--- src/rtl/imem_pkg.sv ---
// Shared types and constants for the instruction memory fetch slice.
// The boot image is only mapped when IMEM_BOOTROM_EN is defined.
package imem_pkg;

   localparam int ILEN       = 32;
   localparam int BOOT_WORDS = 16;

   localparam logic [ILEN-1:0] NOP = 32'h0000_0013;

   typedef enum logic [1:0] {
      IDLE,
      WAIT,
      RESP
   } fetch_state_t;

   typedef struct packed {
      logic [ILEN-1:0] data;
      logic            err;
   } fetch_rsp_t;

   // Minimal boot stub: set mstatus.MIE, then spin.
   localparam logic [ILEN-1:0] BOOT_IMAGE [0:BOOT_WORDS-1] = '{
      32'h0000_0297,
      32'h0000_0013,
      32'h3004_6073,
      32'h0000_0013,
      32'h0000_0013,
      32'h0000_0013,
      32'h0000_0013,
      32'h0000_0013,
      32'h0000_0013,
      32'h0000_0013,
      32'h0000_0013,
      32'h0000_0013,
      32'h0000_0013,
      32'h0000_0013,
      32'h0000_0013,
      32'h0000_006f
   };

endpackage

--- src/rtl/imem_array.sv ---
// Word storage: one registered read port, one write port, read-before-write.
// With IMEM_BOOTROM_EN the low words are a read-only boot image.
module imem_array
   import imem_pkg::*;
#(
   parameter  int XLEN  = 32,
   parameter  int DEPTH = 64,
   localparam int IDX_W = $clog2(DEPTH)
) (
   input  logic             clk,
   input  logic             rst_n,
   input  logic             rd_en,
   input  logic [IDX_W-1:0] rd_idx,
   output logic [XLEN-1:0]  rd_data,
   input  logic             we,
   input  logic [IDX_W-1:0] wr_idx,
   input  logic [XLEN-1:0]  wr_data
);

   logic [XLEN-1:0] mem [DEPTH] = '{default: '0};
   logic            wr_ok;
   logic [XLEN-1:0] rd_word;

`ifdef IMEM_BOOTROM_EN
   assign wr_ok = we && (32'(wr_idx) >= 32'(BOOT_WORDS));

   always_comb begin
      rd_word = mem[rd_idx];
      if (32'(rd_idx) < 32'(BOOT_WORDS))
         rd_word = XLEN'(BOOT_IMAGE[rd_idx[3:0]]);
   end
`else
   assign wr_ok   = we;
   assign rd_word = mem[rd_idx];
`endif

   always_ff @(posedge clk) begin
      if (wr_ok)
         mem[wr_idx] <= wr_data;
   end

   always_ff @(posedge clk or negedge rst_n) begin
      if (!rst_n)
         rd_data <= '0;
      else if (rd_en)
         rd_data <= rd_word;
   end

endmodule

--- src/rtl/imem_fetch.sv ---
// Instruction fetch port: valid/ready request, 1+WAIT_STATES read latency,
// flush and program port. Optional boot ROM via IMEM_BOOTROM_EN.
module imem_fetch
   import imem_pkg::*;
#(
   parameter  int XLEN        = 32,
   parameter  int DEPTH       = 64,
   parameter  int AW          = 32,
   parameter  int WAIT_STATES = 0,
   localparam int IDX_W       = $clog2(DEPTH)
) (
   input  logic             clk,
   input  logic             rst_n,
   input  logic             req_valid,
   output logic             req_ready,
   input  logic [AW-1:0]    req_addr,
   output logic             rsp_valid,
   input  logic             rsp_ready,
   output logic [XLEN-1:0]  rsp_data,
   output logic             rsp_err,
   input  logic             flush,
   input  logic             prog_we,
   input  logic [IDX_W-1:0] prog_addr,
   input  logic [XLEN-1:0]  prog_data
);

   localparam int         HI  = IDX_W + 2;
   localparam logic [3:0] WS4 = 4'(WAIT_STATES);

   fetch_state_t     state;
   logic [3:0]       cnt;
   logic [IDX_W-1:0] idx;
   logic             mis;
   logic             oor;
   logic             bad;
   logic             accept;
   logic [XLEN-1:0]  rd_data;

   assign idx = req_addr[HI-1:2];
   assign mis = |req_addr[1:0];

   if (AW > HI) begin : g_hi
      assign oor = |req_addr[AW-1:HI];
   end else begin : g_nohi
      assign oor = 1'b0;
   end

   assign bad = mis | oor;

   assign req_ready = !flush &&
                      (state == IDLE ||
                       (state == RESP && rsp_ready));

   assign accept = req_valid & req_ready;

   // Faulting fetches never read the array; the data lane is zeroed here.
   assign rsp_data = rsp_err ? '0 : rd_data;

   imem_array #(
      .XLEN  (XLEN),
      .DEPTH (DEPTH)
   ) u_array (
      .clk     (clk),
      .rst_n   (rst_n),
      .rd_en   (accept & ~bad),
      .rd_idx  (idx),
      .rd_data (rd_data),
      .we      (prog_we),
      .wr_idx  (prog_addr),
      .wr_data (prog_data)
   );

   always_ff @(posedge clk or negedge rst_n) begin
      if (!rst_n) begin
         state     <= IDLE;
         rsp_valid <= 1'b0;
         rsp_err   <= 1'b0;
         cnt       <= '0;
      end else if (flush) begin
         state     <= IDLE;
         rsp_valid <= 1'b0;
         cnt       <= '0;
      end else if (accept) begin
         rsp_err <= bad;
         if (WAIT_STATES > 0) begin
            state     <= WAIT;
            cnt       <= WS4;
            rsp_valid <= 1'b0;
         end else begin
            state     <= RESP;
            rsp_valid <= 1'b1;
         end
      end else if (state == WAIT) begin
         cnt <= cnt - 4'd1;
         if (cnt == 4'd1) begin
            state     <= RESP;
            rsp_valid <= 1'b1;
         end
      end else if (state == RESP && rsp_ready) begin
         state     <= IDLE;
         rsp_valid <= 1'b0;
      end
   end

endmodule

--- config.mk ---
export PLATFORM = sky130hd
export DESIGN_NAME = imem_fetch
export DESIGN_NICKNAME = d
export VERILOG_FILES = /design/src/rtl/imem_pkg.sv /design/src/rtl/imem_array.sv /design/src/rtl/imem_fetch.sv
export SDC_FILE = /design/constraint.sdc
export NUM_CORES = 2
export LEC_CHECK = 0
export CAP_MARGIN = 20
export CORE_ASPECT_RATIO = 1.75
export CORE_MARGIN = 1.5
export CORE_UTILIZATION = 35
export CTS_BUF_LIST = sky130_fd_sc_hd__clkbuf_16
export CTS_CLUSTER_DIAMETER = 150
export CTS_CLUSTER_SIZE = 20
export DETAILED_ROUTE_END_ITERATION = 16
export GPL_TIMING_DRIVEN = 0
export PLACE_DENSITY_LB_ADDON = 0.1
export SYNTH_ARGS = -nofsm -noshare
export SYNTH_HDL_FRONTEND = slang
export SYNTH_SLANG_ARGS = --single-unit
--- constraint.sdc ---
create_clock -name clk -period 5.13 [get_ports clk]
set_clock_uncertainty 0.05 [all_clocks]
set_input_delay 1.026 -clock clk [delete_from_list [all_inputs] [get_ports clk]]
set_output_delay 1.026 -clock clk [all_outputs]
set_load 0.1 [all_outputs]
Word level (Yosys, flattened, before mapping)
Memories as Yosys holds them, arrays and structs flattened. A register that Yosys moved wholly into a read port is not among the register bits.
Index checks and enable logic that the tools add are counted.
Operators by class
  add/subtract/negate cells: 1
  equality and inequality tests: 5
  muxes and demuxes: 16
  bitwise logic cells: 5
  reduce and logical (&&, ||, !) cells: 13
Operators with widths (count)
  32-bit 2-to-1 mux: 1
  24-bit OR reduction: 1
  4-bit 2-to-1 mux: 3
  2-bit 2-to-1 mux: 5
  1-bit 2-to-1 mux: 7
  2-bit AND reduction: 3
  4-bit by 1-bit == test with 1-bit output (second input constant): 1
  4-bit by 3-bit != test with 1-bit output (second input constant): 1
  4-bit nonzero test: 1
  4-bit by 1-bit subtractor with 4-bit output (second input constant): 1
  1-bit AND: 2
  2-bit by 1-bit == test with 1-bit output (second input constant): 1
  2-bit == test (second input constant): 1
  1-bit logical AND: 2
  1-bit logical NOT: 2
  2-bit logical NOT: 1
  2-bit != test (second input constant): 1
  1-bit inverter: 2
  2-bit nonzero test: 1
  2-bit OR reduction: 1
  1-bit logical OR: 1
  1-bit bitwise OR: 1
Word-level totals
  flip-flop bits (word level): 8
  memory bits (writable): 2048
  output and inout bits: 35
  logic and storage cells: 45
  memories: 1
Memory list
  u_array.mem: words 64, bits a word 32, rd ports 1, clocked after Yosys merged registers in 1, wr ports 1, line imem_array.sv:20  | logic [XLEN-1:0] mem [DEPTH] = '{default: '0};

Longest topological paths before layout
  depth in word-level cells: 7
  depth in mapped cells: 10
  gate-level depth less buffers: 6

Modules after synthesis
A second synthesis with hierarchy kept.
Unflattened totals
  cell total of the unflattened synthesis: 3899
  area total of the unflattened synthesis: 80367.1 um2
By module, submodules not included
  imem_array: times used 1, cells each 3843, area an instance 79990.5 um2, sequential area each 62299.8 um2
  imem_fetch: times used 1, cells each 56, area an instance 376.6 um2, sequential area each 50.0 um2

Worst setup path before layout
Ideal clock, no wire load.
  kind: input -> register
  from: input prog_addr[2]
  to: memory u_array.mem[28][0] (enable)
  library setup time: 0.421 ns
  arrival: 3.524 ns
  required time: 4.659 ns
  slack: 1.134 ns
  stages: 5
  cells stage by stage: clkbuf_1 > or3b_2 > or2_2 > clkbuf_1 > nor2_1
RTL lines
  start: declaration: line imem_fetch.sv:23  | input logic [IDX_W-1:0] prog_addr,
  end: declaration: line imem_array.sv:20
No word-level cell before the write port.

==> qor.yml <==
timing:
  finalHoldViolCount: 0
  rsz0062_at_grt: "no"
  drv_slew: 0
  max_freq_mhz: 198
  setup_violations: 0
  setup_slack_ps: 75.9
  fin_crit_ps: 5050
  relSlewSlack_pct: 22.6
  worst_pin_slew_ps: 1160
  period_share_pct: 98.5
layout:
  area_growth_pct: 13.0
  drive_above_1_share_pct: 24.6
  fin_nets: 4111
  utilization_pct: 39.7
clock_network:
  cts_resized: 0
  cts_buffer_depth: 3
  cts_sinks: 2082
  cts_tree: "yes"
  cts.clk_slew.worst_paths_ps: 90
  htree_levels: 3
  post_cts_buffers: 0
  cts_root_buf: "clkbuf_16"
  cts_made_buffers: 114
  hold_buffers: 1
  worstSkewPairLatency_ps: 770
setup_path:
  reg2regPathDepth: 5
  r2r-end: "u_array.rd_data[14]"
  startpoint_type: "primary input"
  cp-endpoint: "u_array.rd_data[15]"
  cp.required_ps: 5760
  worst-endpoint-arrival_ps: 5690
  startpoint: "req_addr[6]"
  path_class: "in -> reg"
  r2r_start: "u_array.mem[55][14]"
  r2r_slack_ps: 2200
  endpoint_kind: "register"
  crit_fanout: 10
global_route:
  antenna_found_initial: 21
  first_global_vias: 40100
  gr-total-overflow: 0
  grt.total_usage_pct: 20.2
  grt_pass1_wl_um: 324000
  grt_max_degree: 65
flow_run:
  cap_viol_max_count: 0
routing:
  detail-route-antenna-nets: 0
  vias_per_cell: 5.31
  wire_per_inst_um: 32.9
  wl_um: 234000
  drt_pass1_iterations: 5
  drtIter0Drc: 3575
  drc: 0
  vias: 37800
yosys:
  yosys-top-cells-area: "edfxtp_1, mux4_2, mux2_2"
  synth_edf_count: 2048
  synth_seq_cells: 2082
  avgSynthCellArea_um2: 21.6
  syn_inst: 3717
  synth.top_cell.area_share_pct: 76.8
  yosysWarnings: 0
  syn_nets: 3793
  synth_area_um2: 80100
  synth.distinct_cells: 38
  synthArstFlopShare_pct: 1.63
  synth.top_cells.by_count: "edfxtp_1, mux4_2, mux2_2, clkbuf_1, nor2b_1"
  synth_top_area_cell: "edfxtp_1"
  synth_most_common_cell: "edfxtp_1"
  seq_area_frac_synth_pct: 77.8
  synthFlopType: "edfxtp_1"
min_path:
  hold_start: "u_array.rd_data[9]"
  holdCritPathClass: "reg -> reg"
  hold_depth: 2
die:
  dieArea_um2: 232000
  coreArea_um2: 228000
  die_h_um: 636
  rows: 232
  start_util_pct: 35.2
  die_w_um: 365
  ios: 111
power_and_ir_drop:
  peakVddDrop_uv: 309
  p_per_area_nw_per_um2: 334
  switching_share_pct: 22.4
  p_leak_nw: 27.6
  p_sw_mw: 6.79
  seqPwrFrac_pct: 62.1
  pwr-share-clk_pct: 31.4
  power.internal_mw: 23.5
  combPwrFrac_pct: 6.6
  totalPowerFinal_mw: 30.3
place:
  io_buffers: 100
  dp_hpwl_um: 162000
  post-place-ws_ps: -607
  gp_congestion: 0.928
status:
  outcome: "completed"
==> power by group through the flow <==
stage / combinational [mW] / clock (mW) / sequential [mW]
final: 1.98 / 9.49 / 18.8
after CTS: 2.02 / 9.77 / 18.8
after global routing: 2.08 / 10.3 / 18.8
after floorplan: 0.899 / 0 / 19.2
after global placement: 1.92 / 0 / 19.2
after detailed placement: 2.02 / 0 / 19.2
==> registers in the layout, summed over array words and instances, names as in the netlist <==
name	cells
rsp_err	1
state	1
u_array.mem	2048
u_array.rd_data	32
==> worst min path at each step <==
stage / endpoint / slack [ps]
2_1_floorplan: u_array.rd_data[0] / 420
3_5_place_dp: u_array.rd_data[9] / 450
4_1_cts: u_array.rd_data[9] / 470
3_3_place_gp: u_array.rd_data[5] / 440
5_1_grt: u_array.rd_data[10] / 500
6_report: u_array.rd_data[9] / 470
==> placed cells by master, fill, tap and decap left out, types with 4 or more instances in the layout <==
cell,n
or2_2,6
buf_1,16
and3_1,33
a22oi_1,64
nor2b_1,102
mux2i_1,64
dfrtp_1,34
buf_8,4
mux2_2,184
mux4_2,416
o21ai_0,64
mux2_1,8
a22o_1,64
clkbuf_1,140
clkdlybuf4s50_1,67
clkbuf_16,116
nand3b_1,5
nor2_1,10
buf_16,18
a211oi_1,64
buf_6,15
nand2_1,4
diode_2,14
buf_4,35
nor4_1,6
buf_2,58
a21oi_1,32
or4_1,32
nor2_4,64
edfxtp_1,2048
nor3_1,64
nand3_1,6
o22ai_1,64
buf_12,77
inv_1,26
o21ai_1,32
==> cell type report <==
class | count | area (µm²)
clock buffers | 116 | 2900
clock inverters | 30 | 173
inverters | 2 | 7.51
flip-flops and latches | 2082 | 62300
well taps | 3042 | 3810
plain buffers | 229 | 1080
multi-input cells | 1404 | 17200
repair buffers | 202 | 3000
diodes | 14 | 35.0
fillers | 20400 | 137000
==> through the flow <==
stage,area [µm²],std cells,setup TNS (ps),hold WS [ps]
2_1_floorplan,80100,3717,0,418
3_3_place_gp,84900,6859,-840880,436
3_5_place_dp,87400,6959,-11720,449
4_1_cts,90500,7106,0,468
5_1_grt,90500,7108,0,499
6_report,90500,7121,0,467
==> critical path, stage by stage <==
cell             delay (ps)
clkdlybuf4s50_1         610
clkbuf_1                590
nand2b_1                200
clkbuf_1                670
buf_1                   520
o22ai_1                 240
nor3_1                  610
or4_1                   580
mux2i_1                 380
o21ai_1                 230
==> routing by layer <==
| metal | routed length, µm | up-vias | GRT usage [%] | part of all wire [%] |
|---|---|---|---|---|
| li1 | - | 16100 | - | - |
| met1 | 93500 | 20700 | 25.3 | 40 |
| met4 | 7830 | 20 | 6.48 | 3.3 |
| met2 | 124000 | 733 | 36.0 | 53 |
| met5 | 116 | - | 0 | 0.050 |
| met3 | 8820 | 250 | 2.55 | 3.8 |
==> cell families after synthesis <==
kind of cell | count (synthesis) | synth area share (%)
AO/OA/AOI/OAI | 385 | 3.21
flip-flops | 2082 | 77.8
buffers and inverters | 231 | 1.36
multiplexers | 672 | 15.2
AND/OR/NAND/NOR | 347 | 2.42
Power figures use the tool's default switching activity.
